==> src/rtl/mips_fetch_unit.sv <==
// mips_fetch_unit: instruction-fetch stage for the MIPS core.
// It holds the PC, runs a held-request/acknowledge handshake to instruction
// memory, and buffers fetched words in a small circular queue toward decode.
// Taken branches and jumps redirect fetch, flush the queue, and discard the
// response of any request still in flight.
module mips_fetch_unit #(
    parameter int                ADDR_W      = 32,
    parameter int                DATA_W      = 32,
    parameter logic [ADDR_W-1:0] RESET_PC    = '0,
    parameter int                QUEUE_DEPTH = 2
) (
    input  logic              clock,
    input  logic              reset_n,
    output logic              imem_req,
    output logic [ADDR_W-1:0] imem_addr,
    input  logic              imem_ack,
    input  logic [DATA_W-1:0] imem_rdata,
    input  logic              branch_valid,
    input  logic [ADDR_W-1:0] branch_pc,
    input  logic [15:0]       branch_off,
    input  logic              jump_valid,
    input  logic [ADDR_W-1:0] jump_pc,
    input  logic [25:0]       jump_idx,
    output logic              inst_valid,
    output logic [DATA_W-1:0] inst_data,
    output logic [ADDR_W-1:0] inst_pc,
    input  logic              inst_ready
);

    localparam int                PTR_W    = (QUEUE_DEPTH > 1) ? $clog2(QUEUE_DEPTH) : 1;
    localparam int                CNT_W    = PTR_W + 1;
    localparam logic [CNT_W-1:0]  DEPTH_C  = CNT_W'(QUEUE_DEPTH);
    localparam logic [ADDR_W-1:0] FOUR     = ADDR_W'(4);
    localparam logic [ADDR_W-1:0] LOW_MASK = ADDR_W'(28'hFFF_FFFF);

    // IDLE: nothing outstanding. WAIT: live request. DROP: request whose
    // response must be thrown away because a redirect overtook it.
    typedef enum logic [1:0] {
        S_IDLE = 2'd0,
        S_WAIT = 2'd1,
        S_DROP = 2'd2
    } state_t;

    state_t            state_q, state_d;
    logic [ADDR_W-1:0] fetch_pc_q, fetch_pc_d;
    logic              req_q, req_d;
    logic [ADDR_W-1:0] addr_q, addr_d;
    logic [CNT_W-1:0]  count_q, count_d;
    logic [PTR_W-1:0]  wr_ptr_q, wr_ptr_d;
    logic [PTR_W-1:0]  rd_ptr_q, rd_ptr_d;
    logic [DATA_W-1:0] data_q [QUEUE_DEPTH];
    logic [DATA_W-1:0] data_d [QUEUE_DEPTH];
    logic [ADDR_W-1:0] pcs_q  [QUEUE_DEPTH];
    logic [ADDR_W-1:0] pcs_d  [QUEUE_DEPTH];

    logic              redirect;
    logic              push;
    logic              pop;
    logic [ADDR_W-1:0] branch_tgt;
    logic [ADDR_W-1:0] jump_base;
    logic [ADDR_W-1:0] jump_tgt;
    logic [ADDR_W-1:0] target;

    // Redirect target arithmetic (wraps modulo 2^ADDR_W); branch beats jump
    always_comb begin
        branch_tgt = branch_pc + FOUR
                   + {{(ADDR_W-18){branch_off[15]}}, branch_off, 2'b00};
        jump_base  = jump_pc + FOUR;
        jump_tgt   = (jump_base & ~LOW_MASK) | ADDR_W'({jump_idx, 2'b00});
        redirect   = branch_valid | jump_valid;
        target     = branch_valid ? branch_tgt : jump_tgt;
    end

    // Queue push/pop bookkeeping and PC advance; a redirect flushes everything
    always_comb begin
        push       = (state_q == S_WAIT) && imem_ack && !redirect;
        pop        = (count_q != '0) && inst_ready && !redirect;
        data_d     = data_q;
        pcs_d      = pcs_q;
        wr_ptr_d   = wr_ptr_q;
        rd_ptr_d   = rd_ptr_q;
        count_d    = count_q;
        fetch_pc_d = fetch_pc_q;
        if (redirect) begin
            wr_ptr_d   = '0;
            rd_ptr_d   = '0;
            count_d    = '0;
            fetch_pc_d = target;
        end else begin
            if (push) begin
                data_d[wr_ptr_q] = imem_rdata;
                pcs_d[wr_ptr_q]  = fetch_pc_q;
                wr_ptr_d         = wr_ptr_q + PTR_W'(1);
                fetch_pc_d       = fetch_pc_q + FOUR;
            end
            if (pop) begin
                rd_ptr_d = rd_ptr_q + PTR_W'(1);
            end
            if (push && !pop) begin
                count_d = count_q + CNT_W'(1);
            end else if (!push && pop) begin
                count_d = count_q - CNT_W'(1);
            end
        end
    end

    // Next fetch state; credit is queue occupancy plus the single outstanding slot
    always_comb begin
        state_d = state_q;
        unique case (state_q)
            S_IDLE: begin
                // A redirect empties the queue, so it always leaves credit.
                if (redirect || (count_q < DEPTH_C)) begin
                    state_d = S_WAIT;
                end
            end
            S_WAIT: begin
                // An ack coinciding with a redirect reissues straight to the
                // target so the new stream starts without a bubble.
                if (imem_ack) begin
                    state_d = (count_d < DEPTH_C) ? S_WAIT : S_IDLE;
                end else if (redirect) begin
                    state_d = S_DROP;
                end
            end
            S_DROP: begin
                if (imem_ack) begin
                    state_d = S_IDLE;
                end
            end
            default: state_d = S_IDLE;
        endcase
    end

    // Request outputs; a dropped request keeps its stale address until acked
    always_comb begin
        req_d  = (state_d != S_IDLE);
        addr_d = (state_d == S_WAIT) ? fetch_pc_d : addr_q;
    end

    // FSM state register
    always_ff @(posedge clock or negedge reset_n) begin
        if (!reset_n) begin
            state_q <= S_IDLE;
        end else begin
            state_q <= state_d;
        end
    end

    // PC, request and queue registers
    always_ff @(posedge clock or negedge reset_n) begin
        if (!reset_n) begin
            fetch_pc_q <= RESET_PC;
            req_q      <= 1'b0;
            addr_q     <= RESET_PC;
            count_q    <= '0;
            wr_ptr_q   <= '0;
            rd_ptr_q   <= '0;
            for (int i = 0; i < QUEUE_DEPTH; i++) begin
                data_q[i] <= '0;
                pcs_q[i]  <= '0;
            end
        end else begin
            fetch_pc_q <= fetch_pc_d;
            req_q      <= req_d;
            addr_q     <= addr_d;
            count_q    <= count_d;
            wr_ptr_q   <= wr_ptr_d;
            rd_ptr_q   <= rd_ptr_d;
            data_q     <= data_d;
            pcs_q      <= pcs_d;
        end
    end

    assign imem_req   = req_q;
    assign imem_addr  = addr_q;
    assign inst_valid = (count_q != '0);
    assign inst_data  = data_q[rd_ptr_q];
    assign inst_pc    = pcs_q[rd_ptr_q];

endmodule

==> config.mk <==
export PLATFORM = sky130hd
export DESIGN_NAME = mips_fetch_unit
export DESIGN_NICKNAME = d
export VERILOG_FILES = /design/src/rtl/mips_fetch_unit.sv
export SDC_FILE = /design/constraint.sdc
export NUM_CORES = 1
export LEC_CHECK = 0
export BUFFER_PORTS_ARGS = -buffer_cell sky130_fd_sc_hd__buf_2
export CAP_MARGIN = 20
export CORE_ASPECT_RATIO = 0.75
export CORE_UTILIZATION = 50
export CTS_CLUSTER_DIAMETER = 150
export DETAILED_ROUTE_END_ITERATION = 6
export PLACE_DENSITY_LB_ADDON = 0.3
export SYNTH_ARGS = -nofsm -noshare
export SYNTH_HDL_FRONTEND = slang
export SYNTH_SLANG_ARGS = --single-unit
==> constraint.sdc <==
create_clock -name clock -period 2.4 [get_ports clock]
set_input_delay 0.48 -clock clock [delete_from_list [all_inputs] [get_ports clock]]
set_output_delay 0.48 -clock clock [all_outputs]
set_load 0.05 [all_outputs]
**Word level (Yosys, flattened, before mapping)**

Cells that the tools add are included.
W data, S select, Z words.

- Output and inout bits: 98
- Bits in registers: 199
- Word-level logic and storage cells: 75
- Input port bits: 144

- Reduce and logical (&&, ||, !) cells: 17
- Bitwise gates (word level): 5
- Add/sub/neg operators: 8
- Multiplexer cells: 26
- Order comparisons: 5
- Equality and inequality tests: 3

Operators with widths:

| operator | number |
|---|---|
| $mux W32 | 10 |
| $bwmux W64 | 2 |
| $add A32 B3 Y32 const B | 3 |
| $add A32 B32 Y32 | 1 |
| $demux W32 S1 | 1 |
| $or A32 B28 Y32 | 1 |
| $mux W2 | 7 |
| $reduce_bool A2 Y1 | 4 |
| $logic_and A1 B1 Y1 | 7 |
| $pmux W2 S3 | 1 |
| $mux W1 | 5 |
| $eq A2 B1 Y1 const B | 2 |
| $ge A2 B2 Y1 const B | 2 |
| $lt A2 B2 Y1 const B | 2 |
| $not A1 Y2 | 2 |
| $logic_not A1 Y1 | 3 |
| $add A1 B1 Y1 const B | 2 |
| $add A2 B1 Y2 const B | 1 |
| $eq A2 B2 Y1 const B | 1 |
| $logic_not A2 Y1 | 1 |
| $lt A2 B1 Y1 const B | 1 |
| $reduce_and A2 Y1 | 1 |
| $sub A2 B1 Y2 const B | 1 |
| $logic_or A1 B1 Y1 | 1 |
| other kinds (2) | 2 |

**Depth between registers and ports, before layout**

Gate-level depths: netlist of the first run.

- Word-level depth: 13
- Depth in mapped cells: 13
- Depth with buffers taken out: 13

**Worst setup path before layout of the first run**

OpenSTA, ideal clock, no wires.

- Path kind: input to register
- Start: input branch_pc[3]
- End: register addr_q[23], in the netlist imem_addr[23]
- Data required time: 2.275 ns
- Buffers on the path: 0
- Data arrival time: 3.208 ns
- Cell stages on the path: 11
- Setup slack: -0.933 ns
- Setup time: 0.125 ns
- Cell sequence: ha_1 -> ha_1 -> fa_1 -> a21o_1 -> a221oi_2 -> o211ai_2 -> a31oi_4 -> a211oi_1 -> or3_1 -> a31o_1 -> mux2_4

- Word-level cells in the longest chain between the ends: 4

Ends and longest elaborated chain:

| element | RTL line | RTL |
|---|---|---|
| from (decl) | 19 | `input logic [ADDR_W-1:0] branch_pc,` |
| $add A32 B3 Y32 | 66 | `branch_tgt = branch_pc + FOUR` |
| $add A32 B32 Y32 | 67 | `+ {{(ADDR_W-18){branch_off[15]}}, branch_off, 2'b00};` |
| $mux W32 | 71 | `target = branch_valid ? branch_tgt : jump_tgt;` |
| $mux W32 | 84 | `if (redirect) begin` |
| named net fetch_pc_d[23] | 45 | `logic [ADDR_W-1:0] fetch_pc_q, fetch_pc_d;` |
| to (signal assigned) | 166 | `addr_q <= addr_d;` |
| to (decl) | 47 | `logic [ADDR_W-1:0] addr_q, addr_d;` |

The timed path passes the listed nets, and every way through them passes these cells.
A chain may end at the register's enable or synchronous reset.

**Worst setup path after layout of the first run**

- Start: input branch_off[1]
- End: register addr_q[13], in the netlist imem_addr[13]

- Word-level cells in the longest chain between the ends: 3

Ends and longest elaborated chain:

| element | RTL line | RTL |
|---|---|---|
| from (decl) | 20 | `input logic [15:0] branch_off,` |
| $add A32 B32 Y32 | 67 |  |
| $mux W32 | 71 |  |
| $mux W32 | 84 |  |
| named net fetch_pc_d[13] | 45 |  |

The timed path passes the listed nets, and every way through them passes these cells.

==> results of run 1 <==
[synth_stat cells, drive strengths merged, types with 3 or more instances]
cell type,n
ha,59
nand2,66
dfrtp,199
a221oi,5
mux2,212
nand4,16
o21bai,5
and3,6
nand3,18
a211o,4
or3,7
xnor2,29
o21ai,44
nor4b,3
xor2,22
nor2,43
a211oi,6
mux2i,8
nand2b,12
clkbuf,26
nor4,7
a21oi,38
a31oi,7
a21o,19
and2,4
or2,3
a31o,5
nor3,9
o21a,8
buf,14
inv,24
o211ai,6
[final cells by class]
type	count	area (sq um)	share of cell area
Clock inverter	15	166.4	0.01098
Sequential cell	199	4981	0.3287
Clock buffer	17	425.4	0.02808
Antenna cell	2	5.005	0.0003303
Timing Repair Buffer	407	2659	0.1755
Multi-Input combinational cell	696	6407	0.4229
Inverter	25	106.4	0.007019
Timing Repair inverter	3	41.29	0.002725
Tap cell	288	360.3	0.02378
[logic make-up (layout without fill, tap and decap cells)]
group | count (synthesis) | in the layout | synth area share
compound gates | 164 | 164 | 0.09855
fa+ha+maj | 61 | 61 | 0.06959
simple gates | 200 | 200 | 0.09165
xor+xnor | 51 | 51 | 0.04039
flops | 199 | 199 | 0.4503
buf+inv | 65 | 467 | 0.02568
other cells | 0 | 2 | 0
mux | 220 | 220 | 0.2238
[what timing repair did]
item,in CTS,in global routing
setup buffers,11,11
setup endpoints to repair,49,50
pin swaps,36,25
resized for setup,76,43
gates cloned,2,1
[flip-flops by register name (all words and copies together), names as in the netlist]
register / cells
imem_req: 1
imem_addr: 32
pcs_q: 64
fetch_pc_q: 32
rd_ptr_q: 1
data_q: 64
state_q: 2
wr_ptr_q: 1
count_q: 2
[where the power goes]
| group | switching [mW] | internal, mW |
|---|---|---|
| sequential | 0.630 | 4.46 |
| combinational | 5.08 | 2.90 |
| clock | 1.36 | 1.48 |
[final timing paths]
path,startpoint,end,cells past startpoint
worst min-delay path,reset_n,imem_addr[15],1
worst min register to register,pcs_q[24],pcs_q[24],2
worst max register to register,count_q[0],imem_addr[1],10
max in group asynchronous,reset_n,data_q[7],2
min in group clock,imem_rdata[25],data_q[25],2
worst max-delay path,branch_off[1],imem_addr[13],13
[layer usage]
layer  up-vias  GRT usage  part of all wire
met5         -          0                 0
met4         0    0.06863             0.015
met3        35    0.06308             0.071
met2       310     0.4391              0.47
met1      4492     0.3808              0.45
li1       4285          -                 -
[worst max-delay path: stages]
cell and delay (ps):
buf_6 100, ha_4 230, ha_4 160, fa_2 340
a21o_1 210, a221oi_4 380, buf_4 180, o21bai_1 70
a21o_1 180, a21o_1 170, a211o_1 250, a31o_1 220
mux2_4 260
[metrics by stage]
step,TNS (ps),utilization
2_1_floorplan,-13270,-
3_3_place_gp,-30550,0.6445
3_5_place_dp,-32200,0.6445
4_1_cts,-7775,0.6965
5_1_grt,-12670,0.7075
6_report,-9635,0.7077
==> flow_metrics.env, run 1 <==
export IMPL_outcome="finished, violations left"
export IMPL_violations="negative setup slack"
export IMPL_synth_nets=1164
export IMPL_setup_viol=40
export IMPL_firstDrtPassIters=5
export IMPL_cp_data_required_time_ps=2710
export IMPL_synth_area_leaders="dfrtp_1, mux2_2, ha_1, xnor2_1, nand2_1"
export IMPL_port_buffers=239
export IMPL_postSynthAreaPerCell_sq_um=11.52
export IMPL_p_leak_nw=7.351
export IMPL_grt_start_max_net_pins=78
export IMPL_ys_seq_elements=199
export IMPL_p_total_mw=15.92
export IMPL_place_hpwl_mm=22.55
export IMPL_cts_sinks=199
export IMPL_powerDensity_nw_per_um2=1051
export IMPL_drtIter0Drc=548
export IMPL_clock_skew_ps=14.56
export IMPL_tightest_slew_ps=663.5
export IMPL_drive_gt1_frac=0.5404
export IMPL_vias_per_cell=5.522
export IMPL_async_flop_share=1.000
export IMPL_synth_area_leader_cell="dfrtp_1"
export IMPL_coreArea_sq_um=21410
export IMPL_fmax_mhz=340.2
export IMPL_nFillCells=1562
export IMPL_dieArea_sq_um=22720
export IMPL_period_share=1.225
export IMPL_cts_made_buffers=17
export IMPL_crit_type="in2reg"
export IMPL_row_count=46
export IMPL_clk_path_buf_depth=2
export IMPL_drv_slew=0
export IMPL_hold_buffers=0
export IMPL_pin_count=242
export IMPL_fin_ws_ps=-539.1
export IMPL_ir_drop_uv=889.9
export IMPL_final_cell_mix="buf_2, dfrtp_1, mux2_2, buf_4, nand2_1"
export IMPL_relSlewSlack=0.5577
export IMPL_area_growth_syn_to_layout_pct=37.02
export IMPL_htree_levels=4
export IMPL_die_x_microns=173.7
export IMPL_cts_tree="built"
export IMPL_wire_per_inst_microns=18.68
export IMPL_grt_pass1_vias=8952
export IMPL_r2r_slack_ps=-140
export IMPL_synth_flop_cell="dfrtp_1"
export IMPL_die_h_microns=130.8
export IMPL_design_area_sq_um=15150
export IMPL_antenna_found_initial=2
export IMPL_post_dp_cell_area_sq_um=13800
export IMPL_arrival_ps=3250
export IMPL_gp_congestion=0.9379
export IMPL_drtAntennaViolNets=0
export IMPL_rsz0062_at_grt="true"
export IMPL_finalNonFillerCells=1652
export IMPL_grt_pass1_wl_mm=47.98
export IMPL_clkLatencyLatePin_ps=430
export IMPL_grtUsageTotal=0.2746
export IMPL_initial_core_util=0.5165
export IMPL_cts_clk_slew_worst_paths_ps=80
export IMPL_hold_path_class="in2async"
export IMPL_ys_warn_count=0
export IMPL_drc=0
export IMPL_preCtsSetupSlack_ps=-1017
export IMPL_routed_wl_mm=30.85
export IMPL_syn_area_sq_um=11060
export IMPL_start_kind="input port"
export IMPL_path_max_fanout=3
export IMPL_dp_cells=1597
export IMPL_crit_path_end_kind="flip-flop"
export IMPL_yosysUniqueCellTypes=68
export IMPL_hold_violations=0
export IMPL_yosys_area_top_type_share=0.4503
export IMPL_synth_edf_count=0
export IMPL_grt_overflow_total=0
export IMPL_vias=9122
export IMPL_fin_crit_ps=2939
export IMPL_final_common_cell="buf_2"
export IMPL_syn_instance_count=960
export IMPL_drv_cap=0
export IMPL_ys_seq_area_frac=0.4503
export IMPL_clockRootBuffer="clkbuf_16"
export IMPL_holdWs_ps=54.85
export IMPL_num_nets_final=1553
Power figures use the tool's default switching activity.
==> run 2: changes to the inputs <==
--- a/config.mk
+++ b/config.mk
@@ -8,7 +8,7 @@
 export BUFFER_PORTS_ARGS = -buffer_cell sky130_fd_sc_hd__buf_2
 export CAP_MARGIN = 20
 export CORE_ASPECT_RATIO = 0.75
-export CORE_UTILIZATION = 50
+export CORE_UTILIZATION = 55
 export CTS_CLUSTER_DIAMETER = 150
 export DETAILED_ROUTE_END_ITERATION = 6
 export PLACE_DENSITY_LB_ADDON = 0.3
==> constraint.sdc (replaced) <==
create_clock -name clock -period 3.21 [get_ports clock]
set_input_delay 0.642 -clock clock [delete_from_list [all_inputs] [get_ports clock]]
set_output_delay 0.642 -clock clock [all_outputs]
set_load 0.05 [all_outputs]
==> run 2 against run 1 <==
Net effect: the run ends with design-rule violations left; utilization is essentially flat; global-route usage hardly changed; die area shrank 9.0%; routed wire length decreased by 11%; clock-buffer cell count did not move; first-iteration DRC count decreased by 6.9%; total power is 29% lower; register-to-register slack better by 640 ps; critical path type unchanged; critical endpoint is now imem_addr[23]; largest cell class unchanged; highest routed layer unchanged.
==> flow_metrics.env, run 2 (synthesis results as in run 1) <==
export IMPL_tightest_slew_ps=819.8
export IMPL_power_frac_seq=0.340
export IMPL_clkLatencyLatePin_ps=430
export IMPL_fin_crit_ps=3196
export IMPL_crit_path_end_kind="flip-flop"
export IMPL_relSlewSlack=0.4535
export IMPL_start_kind="input port"
export IMPL_final_common_cell="buf_2"
export IMPL_reg_top3="data_q x64, pcs_q x64"
export IMPL_clock_power_share=0.194
export IMPL_vias=8678
export IMPL_cts_clk_slew_worst_paths_ps=70
export IMPL_wire_per_inst_microns=17.96
export IMPL_dp_cells=1488
export IMPL_drtAntennaViolNets=0
export IMPL_cts_tree="built"
export IMPL_slowest_delay_ps=370
export IMPL_intPower_mw=6.340
export IMPL_drv_cap=0
export IMPL_cp_cell_sequence="buf_6 -> inv_4 -> ha_4 -> inv_4 -> ha_4 -> fa_2 -> a21o_1 -> a221oi_4 -> o211ai_2 -> a31oi_4 -> a211oi_2 -> or3_1 -> a31o_1 -> mux2_4"
export IMPL_crit_start="branch_pc[2]"
export IMPL_setup_viol=0
export IMPL_fmax_mhz=312.9
export IMPL_grt_pass1_vias=8829
export IMPL_hold_violations=0
export IMPL_fin_tns_setup_ps=0
export IMPL_slowest_stage="a221oi_4"
export IMPL_p_leak_nw=6.751
export IMPL_grtUsageTotal=0.2742
export IMPL_grt_start_max_net_pins=104
export IMPL_drv_slew=0
export IMPL_clockRootBuffer="clkbuf_16"
export IMPL_place_hpwl_mm=19.96
export IMPL_p_switching_mw=5.026
export IMPL_pwr_share_comb=0.466
export IMPL_firstDrtPassIters=7
export IMPL_clk_path_buf_depth=2
export IMPL_die_h_microns=124.8
export IMPL_ir_drop_uv=513.8
export IMPL_cp_data_required_time_ps=3520
export IMPL_pin_count=242
export IMPL_row_count=44
export IMPL_initial_core_util=0.5658
export IMPL_vias_per_cell=5.683
export IMPL_port_buffers=239
export IMPL_period_share=0.9956
export IMPL_antenna_found_initial=0
export IMPL_antennaDiodeCount=0
export IMPL_drc=13
export IMPL_powerDensity_nw_per_um2=821.8
export IMPL_drive_gt1_frac=0.4553
export IMPL_grt_pass1_wl_mm=45.02
export IMPL_p_total_mw=11.37
export IMPL_hold_path_class="in2async"
export IMPL_area_growth_syn_to_layout_pct=25.06
export IMPL_gp_congestion=0.8862
export IMPL_rsz0062_at_grt="true"
export IMPL_cts_made_buffers=17
export IMPL_grt_overflow_total=0
export IMPL_outcome="finished, violations left"
export IMPL_crit_type="in2reg"
export IMPL_violations="design-rule violations"
export IMPL_path_max_fanout=5
export IMPL_cts_sinks=199
export IMPL_final_cell_mix="buf_2, dfrtp_1, mux2_2, buf_4, nand2_1"
export IMPL_coreArea_sq_um=19540
export IMPL_dieArea_sq_um=20680
export IMPL_r2r_start="state_q[1]"
export IMPL_drtIter0Drc=510
export IMPL_routed_wl_mm=27.43
export IMPL_finalNonFillerCells=1527
export IMPL_num_nets_final=1465
export IMPL_swShare=0.4422
export IMPL_arrival_ps=3510
export IMPL_preCtsSetupSlack_ps=-607.3
export IMPL_holdWs_ps=284.9
export IMPL_die_x_microns=165.7
export IMPL_clock_skew_ps=9.727
export IMPL_htree_levels=4
export IMPL_fin_ws_ps=14.19
-- run 2: changes by cell type in the layout (fill, tap and decap cells not counted), moves of 5 or more --
cell,delta
o21ai_2,-7
inv_2,-5
o21ai_0,+11
mux2_1,+13
ha_1,+13
buf_6,-14
a21oi_1,+8
ha_4,-12
xnor2_1,+5
buf_4,-71
mux2_4,-17
a21oi_2,-8
-- run 2: area by class of cell --
type	count	area, sq um
Inverter	25	106.4
Clock buffer	17	425.4
Sequential cell	199	4981
Multi-Input combinational cell	696	5904
Fill cell	1491	5714
Timing Repair Buffer	322	1913
Clock inverter	15	182.7
Tap cell	253	316.6
-- run 2: power groups by stage --
| stage | clock network (mW) | registers [mW] | logic, mW |
|---|---|---|---|
| 6_report | 2.20 | 3.86 | 5.30 |
| 5_1_grt | 2.35 | 3.98 | 5.59 |
| 4_1_cts | 2.23 | 3.86 | 5.30 |
| 3_5_place_dp | 0 | 3.90 | 5.26 |
| 3_3_place_gp | 0 | 3.85 | 5.18 |
| 2_1_floorplan | 0 | 4.34 | 3.42 |
-- run 2: worst paths after layout --
path | end | slack [ps] | cells after the start
max | imem_addr[23] | 10 | 14
min | fetch_pc_q[9] | 280 | 1
max reg2reg | imem_addr[10] | 500 | 8
min reg2reg | imem_addr[5] | 480 | 2
max in group asynchronous | data_q[10] | 2110 | 2
min in group clock | data_q[30] | 460 | 2
-- run 2: per-stage QoR --
| stage | utilization | area (sq um) |
|---|---|---|
| after floorplan | - | 11110 |
| after global placement | 0.6700 | 13100 |
| after detailed placement | 0.6700 | 13100 |
| after CTS | 0.7027 | 13730 |
| after global routing | 0.7076 | 13830 |
| final | 0.7076 | 13830 |
-- run 2: worst max-delay path, delay by kind of cell --
| kind | cells | cell delay (ps) |
|---|---|---|
| buffers and inverters | 3 | 200 |
| and+or+nand+nor | 1 | 360 |
| AOI/OAI and AO/OA | 6 | 1420 |
| muxes | 1 | 250 |
| adders and majority gates | 3 | 630 |
-- run 2: per-layer routing --
| metal | vias up | GRT usage | wire length (microns) |
|---|---|---|---|
| li1 | 4093 | - | - |
| met3 | 37 | 0.03845 | 1409 |
| met2 | 274 | 0.4539 | 12870 |
| met5 | - | 0 | 0 |
| met4 | 0 | 0.07587 | 551 |
| met1 | 4274 | 0.3780 | 12600 |
-- run 2: timing repair --
item                       in CTS  in global routing
setup endpoints to repair       3                  9
pin swaps                       8                 12
hold buffers                    0                  0
gates cloned                    0                  0
buffers inserted                2                  5
resized for setup               6                 11
